--- src/rtl/mem_access_stage.sv ---
// -----------------------------------------------------------------------------
// mem_access_stage
//
// Pipeline stage 4 (memory). Sits directly after the execute stage and consumes
// its result / destination / opcode.
//   * ALU ops (add/sub/mul) are forwarded to writeback one cycle later.
//   * LDB/LDW/STB/STW run a req/ack transaction on the data-memory port. The
//     stage stalls upstream until the ack arrives, then emits a writeback
//     pulse one cycle after the ack.
//   * nop / unknown opcodes / ex_valid=0 produce a writeback bubble.
//
// Configuration macro: MEM_BYPASS_EN
//   defined   -> fwd_reg/fwd_data are registered copies of wb_dst/wb_data
//                whenever wb_we=1 (fwd_reg=0 otherwise), same timing as wb_*.
//   undefined -> fwd_reg/fwd_data are tied to zero.
//
// Ports
//   clk, rst_n                 clock, asynchronous active-low reset
//   ex_valid/op/dst/result/sdata  execute-stage outputs
//   mem_stall                  combinational hold request to upstream stages
//   dmem_req/we/addr/be/wdata  data-memory request (held stable until ack)
//   dmem_rdata/ack             data-memory response (1-cycle ack pulse)
//   wb_valid/we/dst/data       writeback slot (single-cycle pulses)
//   fwd_reg/fwd_data           bypass path (see MEM_BYPASS_EN)
// -----------------------------------------------------------------------------
module mem_access_stage #(
    parameter int ADDR_W = 20,
    parameter int OP_W   = 7
) (
    input  logic              clk,
    input  logic              rst_n,
    input  logic              ex_valid,
    input  logic [OP_W-1:0]   ex_op,
    input  logic [4:0]        ex_dst,
    input  logic [31:0]       ex_result,
    input  logic [31:0]       ex_sdata,
    output logic              mem_stall,
    output logic              dmem_req,
    output logic              dmem_we,
    output logic [ADDR_W-1:0] dmem_addr,
    output logic [3:0]        dmem_be,
    output logic [31:0]       dmem_wdata,
    input  logic [31:0]       dmem_rdata,
    input  logic              dmem_ack,
    output logic              wb_valid,
    output logic              wb_we,
    output logic [4:0]        wb_dst,
    output logic [31:0]       wb_data,
    output logic [4:0]        fwd_reg,
    output logic [31:0]       fwd_data
);

    localparam logic [OP_W-1:0] OP_ADD = OP_W'(8'h00);
    localparam logic [OP_W-1:0] OP_SUB = OP_W'(8'h01);
    localparam logic [OP_W-1:0] OP_MUL = OP_W'(8'h02);
    localparam logic [OP_W-1:0] OP_LDB = OP_W'(8'h10);
    localparam logic [OP_W-1:0] OP_LDW = OP_W'(8'h11);
    localparam logic [OP_W-1:0] OP_STB = OP_W'(8'h12);
    localparam logic [OP_W-1:0] OP_STW = OP_W'(8'h13);

    typedef enum logic {S_IDLE = 1'b0, S_WAIT = 1'b1} state_t;

    state_t              state_q, state_d;
    logic                dmem_req_q, dmem_req_d;
    logic                dmem_we_q, dmem_we_d;
    logic [ADDR_W-1:0]   dmem_addr_q, dmem_addr_d;
    logic [3:0]          dmem_be_q, dmem_be_d;
    logic [31:0]         dmem_wdata_q, dmem_wdata_d;
    logic [4:0]          dst_q, dst_d;
    logic                is_load_q, is_load_d;
    logic                is_byte_q, is_byte_d;
    logic [1:0]          lane_q, lane_d;
    logic                wb_valid_q, wb_valid_d;
    logic                wb_we_q, wb_we_d;
    logic [4:0]          wb_dst_q, wb_dst_d;
    logic [31:0]         wb_data_q, wb_data_d;

    logic                op_is_alu, op_is_mem, op_is_store, op_is_byte;
    logic [7:0]          rd_byte;
    logic [31:0]         load_data;

    assign op_is_alu   = (ex_op == OP_ADD) || (ex_op == OP_SUB) || (ex_op == OP_MUL);
    assign op_is_mem   = (ex_op == OP_LDB) || (ex_op == OP_LDW) ||
                         (ex_op == OP_STB) || (ex_op == OP_STW);
    assign op_is_store = (ex_op == OP_STB) || (ex_op == OP_STW);
    assign op_is_byte  = (ex_op == OP_LDB) || (ex_op == OP_STB);

    // Byte lane select for LDB; lane 0 is the least significant byte.
    always_comb begin
        case (lane_q)
            2'd0:    rd_byte = dmem_rdata[7:0];
            2'd1:    rd_byte = dmem_rdata[15:8];
            2'd2:    rd_byte = dmem_rdata[23:16];
            default: rd_byte = dmem_rdata[31:24];
        endcase
    end

    assign load_data = is_byte_q ? {24'd0, rd_byte} : dmem_rdata;

    always_comb begin
        state_d      = state_q;
        dmem_req_d   = dmem_req_q;
        dmem_we_d    = dmem_we_q;
        dmem_addr_d  = dmem_addr_q;
        dmem_be_d    = dmem_be_q;
        dmem_wdata_d = dmem_wdata_q;
        dst_d        = dst_q;
        is_load_d    = is_load_q;
        is_byte_d    = is_byte_q;
        lane_d       = lane_q;
        wb_valid_d   = 1'b0;
        wb_we_d      = 1'b0;
        wb_dst_d     = wb_dst_q;
        wb_data_d    = wb_data_q;
        mem_stall    = 1'b0;

        case (state_q)
            S_IDLE: begin
                if (ex_valid && op_is_alu) begin
                    wb_valid_d = 1'b1;
                    wb_we_d    = (ex_dst != 5'd0);
                    wb_dst_d   = ex_dst;
                    wb_data_d  = ex_result;
                end else if (ex_valid && op_is_mem) begin
                    mem_stall    = 1'b1;
                    state_d      = S_WAIT;
                    dmem_req_d   = 1'b1;
                    dmem_we_d    = op_is_store;
                    dmem_addr_d  = ex_result[ADDR_W+1:2];
                    dst_d        = ex_dst;
                    is_load_d    = !op_is_store;
                    is_byte_d    = op_is_byte;
                    lane_d       = ex_result[1:0];
                    // Word ops ignore the low address bits entirely.
                    dmem_be_d    = op_is_byte ? 4'(4'b0001 << ex_result[1:0]) : 4'b1111;
                    if (ex_op == OP_STB) begin
                        dmem_wdata_d = {4{ex_sdata[7:0]}};
                    end else if (ex_op == OP_STW) begin
                        dmem_wdata_d = ex_sdata;
                    end else begin
                        dmem_wdata_d = 32'd0;
                    end
                end
            end
            S_WAIT: begin
                // Upstream is held, so ex_* is not looked at here.
                mem_stall = !dmem_ack;
                if (dmem_ack) begin
                    state_d    = S_IDLE;
                    dmem_req_d = 1'b0;
                    dmem_we_d  = 1'b0;
                    wb_valid_d = 1'b1;
                    wb_dst_d   = dst_q;
                    if (is_load_q) begin
                        wb_data_d = load_data;
                        wb_we_d   = (dst_q != 5'd0);
                    end else begin
                        wb_data_d = 32'd0;
                        wb_we_d   = 1'b0;
                    end
                end
            end
            default: state_d = S_IDLE;
        endcase
    end

    always_ff @(posedge clk or negedge rst_n) begin
        if (!rst_n) begin
            state_q      <= S_IDLE;
            dmem_req_q   <= 1'b0;
            dmem_we_q    <= 1'b0;
            dmem_addr_q  <= '0;
            dmem_be_q    <= 4'd0;
            dmem_wdata_q <= 32'd0;
            dst_q        <= 5'd0;
            is_load_q    <= 1'b0;
            is_byte_q    <= 1'b0;
            lane_q       <= 2'd0;
            wb_valid_q   <= 1'b0;
            wb_we_q      <= 1'b0;
            wb_dst_q     <= 5'd0;
            wb_data_q    <= 32'd0;
        end else begin
            state_q      <= state_d;
            dmem_req_q   <= dmem_req_d;
            dmem_we_q    <= dmem_we_d;
            dmem_addr_q  <= dmem_addr_d;
            dmem_be_q    <= dmem_be_d;
            dmem_wdata_q <= dmem_wdata_d;
            dst_q        <= dst_d;
            is_load_q    <= is_load_d;
            is_byte_q    <= is_byte_d;
            lane_q       <= lane_d;
            wb_valid_q   <= wb_valid_d;
            wb_we_q      <= wb_we_d;
            wb_dst_q     <= wb_dst_d;
            wb_data_q    <= wb_data_d;
        end
    end

`ifdef MEM_BYPASS_EN
    logic [4:0]  fwd_reg_q, fwd_reg_d;
    logic [31:0] fwd_data_q, fwd_data_d;

    // r0 is never a live source, so 0 means "nothing to forward".
    always_comb begin
        fwd_reg_d  = wb_we_d ? wb_dst_d  : 5'd0;
        fwd_data_d = wb_we_d ? wb_data_d : 32'd0;
    end

    always_ff @(posedge clk or negedge rst_n) begin
        if (!rst_n) begin
            fwd_reg_q  <= 5'd0;
            fwd_data_q <= 32'd0;
        end else begin
            fwd_reg_q  <= fwd_reg_d;
            fwd_data_q <= fwd_data_d;
        end
    end

    assign fwd_reg  = fwd_reg_q;
    assign fwd_data = fwd_data_q;
`else
    assign fwd_reg  = 5'd0;
    assign fwd_data = 32'd0;
`endif

    assign dmem_req   = dmem_req_q;
    assign dmem_we    = dmem_we_q;
    assign dmem_addr  = dmem_addr_q;
    assign dmem_be    = dmem_be_q;
    assign dmem_wdata = dmem_wdata_q;
    assign wb_valid   = wb_valid_q;
    assign wb_we      = wb_we_q;
    assign wb_dst     = wb_dst_q;
    assign wb_data    = wb_data_q;

endmodule

--- config.mk ---
export PLATFORM = sky130hd
export DESIGN_NAME = mem_access_stage
export DESIGN_NICKNAME = d
export VERILOG_FILES = /design/src/rtl/mem_access_stage.sv
export SDC_FILE = /design/constraint.sdc
export NUM_CORES = 1
export LEC_CHECK = 0
export ABC_AREA = 1
export CORE_MARGIN = 2
export CORE_UTILIZATION = 41
export CTS_CLUSTER_DIAMETER = 40
export CTS_CLUSTER_SIZE = 12
export DETAILED_ROUTE_END_ITERATION = 8
export PLACE_DENSITY = 0.79
export SYNTH_ARGS = -nofsm -noshare
export SYNTH_HDL_FRONTEND = slang
export SYNTH_SLANG_ARGS = --single-unit
--- constraint.sdc ---
create_clock -name clk -period 2.4 [get_ports clk]
set_clock_uncertainty 0.2 [all_clocks]
set_input_delay 0.24 -clock clk [delete_from_list [all_inputs] [get_ports clk]]
set_output_delay 0.24 -clock clk [all_outputs]
set_load 0.005 [all_outputs]
==> impl_metrics.sql <==
INSERT INTO impl_metrics (metric_group, metric, value, unit) VALUES
('global_route', 'global_route_wire_length_before_repair', '26300', 'µm'),
('global_route', 'grt_max_degree', '51', ''),
('die', 'dieHeight', '119.1', 'µm'),
('die', 'io_pins', '247', ''),
('power', 'share_clk_of_total_power', '29.8', '%'),
('clock_tree', 'clock_tree.buffer_depth', '2', ''),
('routing', 'drc', '0', ''),
('sta', 'timing.slew.headroom', '65.42', '%'),
('sta', 'pins_over_slew_limit', '0', ''),
('sta', 'grt_setup_unrepaired', 'no', ''),
('setup_path', 'r2r.worst_path.cells', '7', ''),
('sta', 'finalWorstPathRequiredPeriod', '2231', 'ps'),
('die', 'row_count', '42', ''),
('power', 'power.net_switching', '0.001492', 'W'),
('clock_tree', 'resized_cells_post_cts', '0', ''),
('die', 'design.core.area', '0.01309', 'mm²'),
('routing', 'detail_route.vias_per_cell', '4.815', ''),
('finish', 'layout_common_cells', 'sky130_fd_sc_hd__nand2_1 (247), sky130_fd_sc_hd__clkdlybuf4s50_1 (208), sky130_fd_sc_hd__dfrtp_1 (107)', ''),
('clock_tree', 'cts-htree-levels', '3', ''),
('setup_path', 'r2r_slack', '540', 'ps'),
('power', 'power.share.switching', '26.65', '%'),
('clock_tree', 'numCtsBuffers', '9', ''),
('clock_tree', 'ctsRootBufferMaster', 'sky130_fd_sc_hd__clkbuf_16', ''),
('finish', 'layout.cells.most_common', 'sky130_fd_sc_hd__nand2_1', ''),
('clock_tree', 'hold_buf_cts', '1', ''),
('placement', 'dpl_cell_area', '0.007537', 'mm²'),
('global_route', 'grt_use_total', '23.67', '%'),
('power', 'power-per-cell-area', '710.8', 'mW/mm²'),
('finish', 'postLayoutCellArea', '0.007879', 'mm²'),
('hold_path', 'holdCritPathClass', 'in -> async', ''),
('yosys', 'yosys_warnings', '0', ''),
('setup_path', 'worst_r2r_startpoint', 'state_q$_DFF_PN0_', ''),
('routing', 'avgRoutedWirePerCell', '15.45', 'µm'),
('setup_path', 'timing.critical_path.arrival', '1790', 'ps'),
('power', 'power.combinational.fraction', '27.4', '%'),
('setup_path', 'rr_endpoint', 'wb_data[3]$_DFFE_PN0P_', ''),
('sta', 'max_slew.worst_pin.slew', '516.8', 'ps'),
('clock_tree', 'worst_skew_pair.late_latency', '340', 'ps'),
('sta', 'finalHoldViolations', '0', ''),
('clock_tree', 'worst_setup_hold_path_clk_slew', '70', 'ps'),
('die', 'die_area', '0.01418', 'mm²'),
('yosys', 'post_synth_instance_area', '0.005430', 'mm²'),
('finish', 'layout.nets', '1013', ''),
('job', 'cap_violations', '0', ''),
('power', 'power.internal', '0.004108', 'W'),
('placement', 'place_hpwl', '12620', 'µm'),
('outcome', 'status', 'complete, no violations', ''),
('global_route', 'gr-total-overflow', '0', ''),
('global_route', 'initial_antenna_violation_count', '0', ''),
('clock_tree', 'clock-sinks', '107', ''),
('finish', 'antenna-diode-count', '0', ''),
('sta', 'fmaxAchievable', '448.1', 'MHz'),
('finish', 'area.growth.synth_to_final', '45.09', '%'),
('setup_path', 'worst-endpoint-required', '1960', 'ps'),
('setup_path', 'timing_worst_setup_path_type', 'in -> out', ''),
('finish', 'fraction_of_layout_cells_with_a_size_suffix_above_1', '4.420', '%'),
('yosys', 'synth-seq-area-share', '49.31', '%'),
('die', 'floorplan.initialDensity', '41.50', '%'),
('power', 'leakage', '3.880', 'nW'),
('routing', 'postRouteAntennaNets', '0', ''),
('finish', 'postLayoutCoreUtil', '60.21', '%'),
('routing', 'drt_pass1_iterations', '5', ''),
('clock_tree', 'cts_setup_buffers', '0', ''),
('placement', 'port_buffers', '209', ''),
('power', 'seq_power_share', '42.8', '%'),
('sta', 'fin_setup_tns', '0', 'ps'),
('placement', 'gp_congestion', '0.8533', ''),
('setup_path', 'critPathCaptureType', 'output pin', ''),
('yosys', 'synth_cell_type_count', '25', ''),
('routing', 'wire_length_after_detailed_routing', '16700', 'µm'),
('setup_path', 'startpoint_kind_of_the_worst_setup_timing_path', 'primary input', ''),
('power', 'power.ir.vdd_worst', '0.3052', 'mV'),
('yosys', 'synth_cells', '703', ''),
('clock_tree', 'cts_tree', 'built', ''),
('routing', 'num_vias', '5205', ''),
('die', 'die_extent_in_x', '119.1', 'µm'),
('yosys', 'flip_flop_and_latch_count_after_synthesis', '107', ''),
('sta', 'fin_crit_sh', '92.98', '%'),
('setup_path', 'path_max_fanout', '3', ''),
('global_route', 'via_count_of_the_first_global_routing_pass', '4983', ''),
('routing', 'detail_route.iter0.violations', '378', ''),
('sta', 'setup-violations-final', '0', ''),
('yosys', 'synth_area_per_cell', '7.724', 'µm²');
==> stage by stage <==
stage | hold WS (ps) | power, W | worst slack (ps) | instances
2_1_floorplan | -255.6 | 0.002943 | 879.0 | 739
3_3_place_gp | 24.16 | 0.003930 | 201.8 | 1065
3_5_place_dp | 28.87 | 0.003969 | 154.1 | 1065
4_1_cts | 204.5 | 0.005643 | 146.6 | 1081
5_1_grt | 253.2 | 0.005894 | 26.52 | 1081
6_report | 194.3 | 0.005600 | 168.5 | 1081
==> power by group through the flow <==
stage	sequential, W	clock (W)	combinational, W
final	0.00240	0.00167	0.00153
after global routing	0.00244	0.00177	0.00169
after global placement	0.00242	0	0.00151
after detailed placement	0.00243	0	0.00154
after floorplan	0.00240	0	0.000544
after CTS	0.00240	0.00169	0.00155
==> critical path, stage by stage <==
cell                              delay (ps)
sky130_fd_sc_hd__clkdlybuf4s50_1         400
sky130_fd_sc_hd__nor2_1                  160
sky130_fd_sc_hd__nand2_1                 110
sky130_fd_sc_hd__nor2_1                  130
sky130_fd_sc_hd__nand2_2                  90
sky130_fd_sc_hd__o21ai_0                 110
sky130_fd_sc_hd__clkdlybuf4s50_1         560
==> worst max-delay path by stage <==
| stage | startpoint | endpoint | slack [ps] | cells past startpoint |
|---|---|---|---|---|
| global placement | ex_op[3] | mem_stall | 200 | 7 |
| CTS | ex_op[3] | mem_stall | 150 | 7 |
| detailed placement | ex_op[3] | mem_stall | 150 | 7 |
| floorplan | state_q$_DFF_PN0_ | mem_stall | 880 | 6 |
| finish | ex_op[3] | mem_stall | 170 | 7 |
| global route | ex_op[3] | mem_stall | 30 | 7 |
==> logic make-up after synthesis <==
| family | count (synthesis) | share of synthesized area, % |
|---|---|---|
| AOI/OAI and AO/OA | 90 | 9.516 |
| buffers and inverters | 123 | 12.70 |
| DFF | 107 | 49.31 |
| other | 1 | 0.06906 |
| and+or+nand+nor | 382 | 28.41 |
==> sequential cells by signal, summed over array words and instances, names as in the netlist, 2 cells and up <==
name	flops
dmem_wdata	32
wb_data	32
dmem_addr	20
dst_q	5
wb_dst	5
dmem_be	4
lane_q	2
==> cell type report <==
| type | instances | area [µm²] |
|---|---|---|
| clock buffer | 10 | 229.0 |
| clock inverter | 5 | 102.6 |
| fill | 1166 | 5206 |
| inverter | 47 | 176.4 |
| multi-input combinational | 509 | 2208 |
| sequential | 107 | 2678 |
| tap | 176 | 220.2 |
| timing repair buffer | 227 | 2265 |
==> cells in the mapped netlist <==
cell | n | area [µm²]
sky130_fd_sc_hd__dfrtp_1 | 107 | 2678
sky130_fd_sc_hd__o21ai_1 | 10 | 50.05
sky130_fd_sc_hd__nand3_1 | 68 | 340.3
sky130_fd_sc_hd__o21a_1 | 1 | 7.510
sky130_fd_sc_hd__a22oi_1 | 24 | 180.2
sky130_fd_sc_hd__nand2_1 | 248 | 930.9
sky130_fd_sc_hd__nand2_2 | 1 | 6.260
sky130_fd_sc_hd__nor3_1 | 2 | 10.01
sky130_fd_sc_hd__inv_1 | 45 | 168.9
sky130_fd_sc_hd__conb_1 | 1 | 3.750
sky130_fd_sc_hd__o21ai_0 | 21 | 105.1
sky130_fd_sc_hd__buf_1 | 1 | 3.750
sky130_fd_sc_hd__buf_2 | 20 | 100.1
sky130_fd_sc_hd__clkbuf_1 | 5 | 18.77
sky130_fd_sc_hd__clkinv_1 | 1 | 3.750
sky130_fd_sc_hd__o21ai_2 | 1 | 8.760
sky130_fd_sc_hd__nor2_1 | 57 | 214.0
sky130_fd_sc_hd__buf_4 | 46 | 345.3
sky130_fd_sc_hd__nand4_1 | 1 | 6.260
sky130_fd_sc_hd__nor2_2 | 3 | 18.77
sky130_fd_sc_hd__buf_6 | 4 | 45.04
sky130_fd_sc_hd__nor3_2 | 1 | 10.01
sky130_fd_sc_hd__or2_1 | 1 | 6.260
sky130_fd_sc_hd__a21oi_1 | 33 | 165.2
sky130_fd_sc_hd__inv_2 | 1 | 3.750
==> per-layer routing <==
metal  wire length (µm)  share of wire (%)  track usage, %
met1               6973                 42           30.74
met2               8133                 49           39.04
met3               1377                8.2           6.226
met4                218                1.3           6.771
met5                  0                  0               0
(Power assumes the default switching activity.)
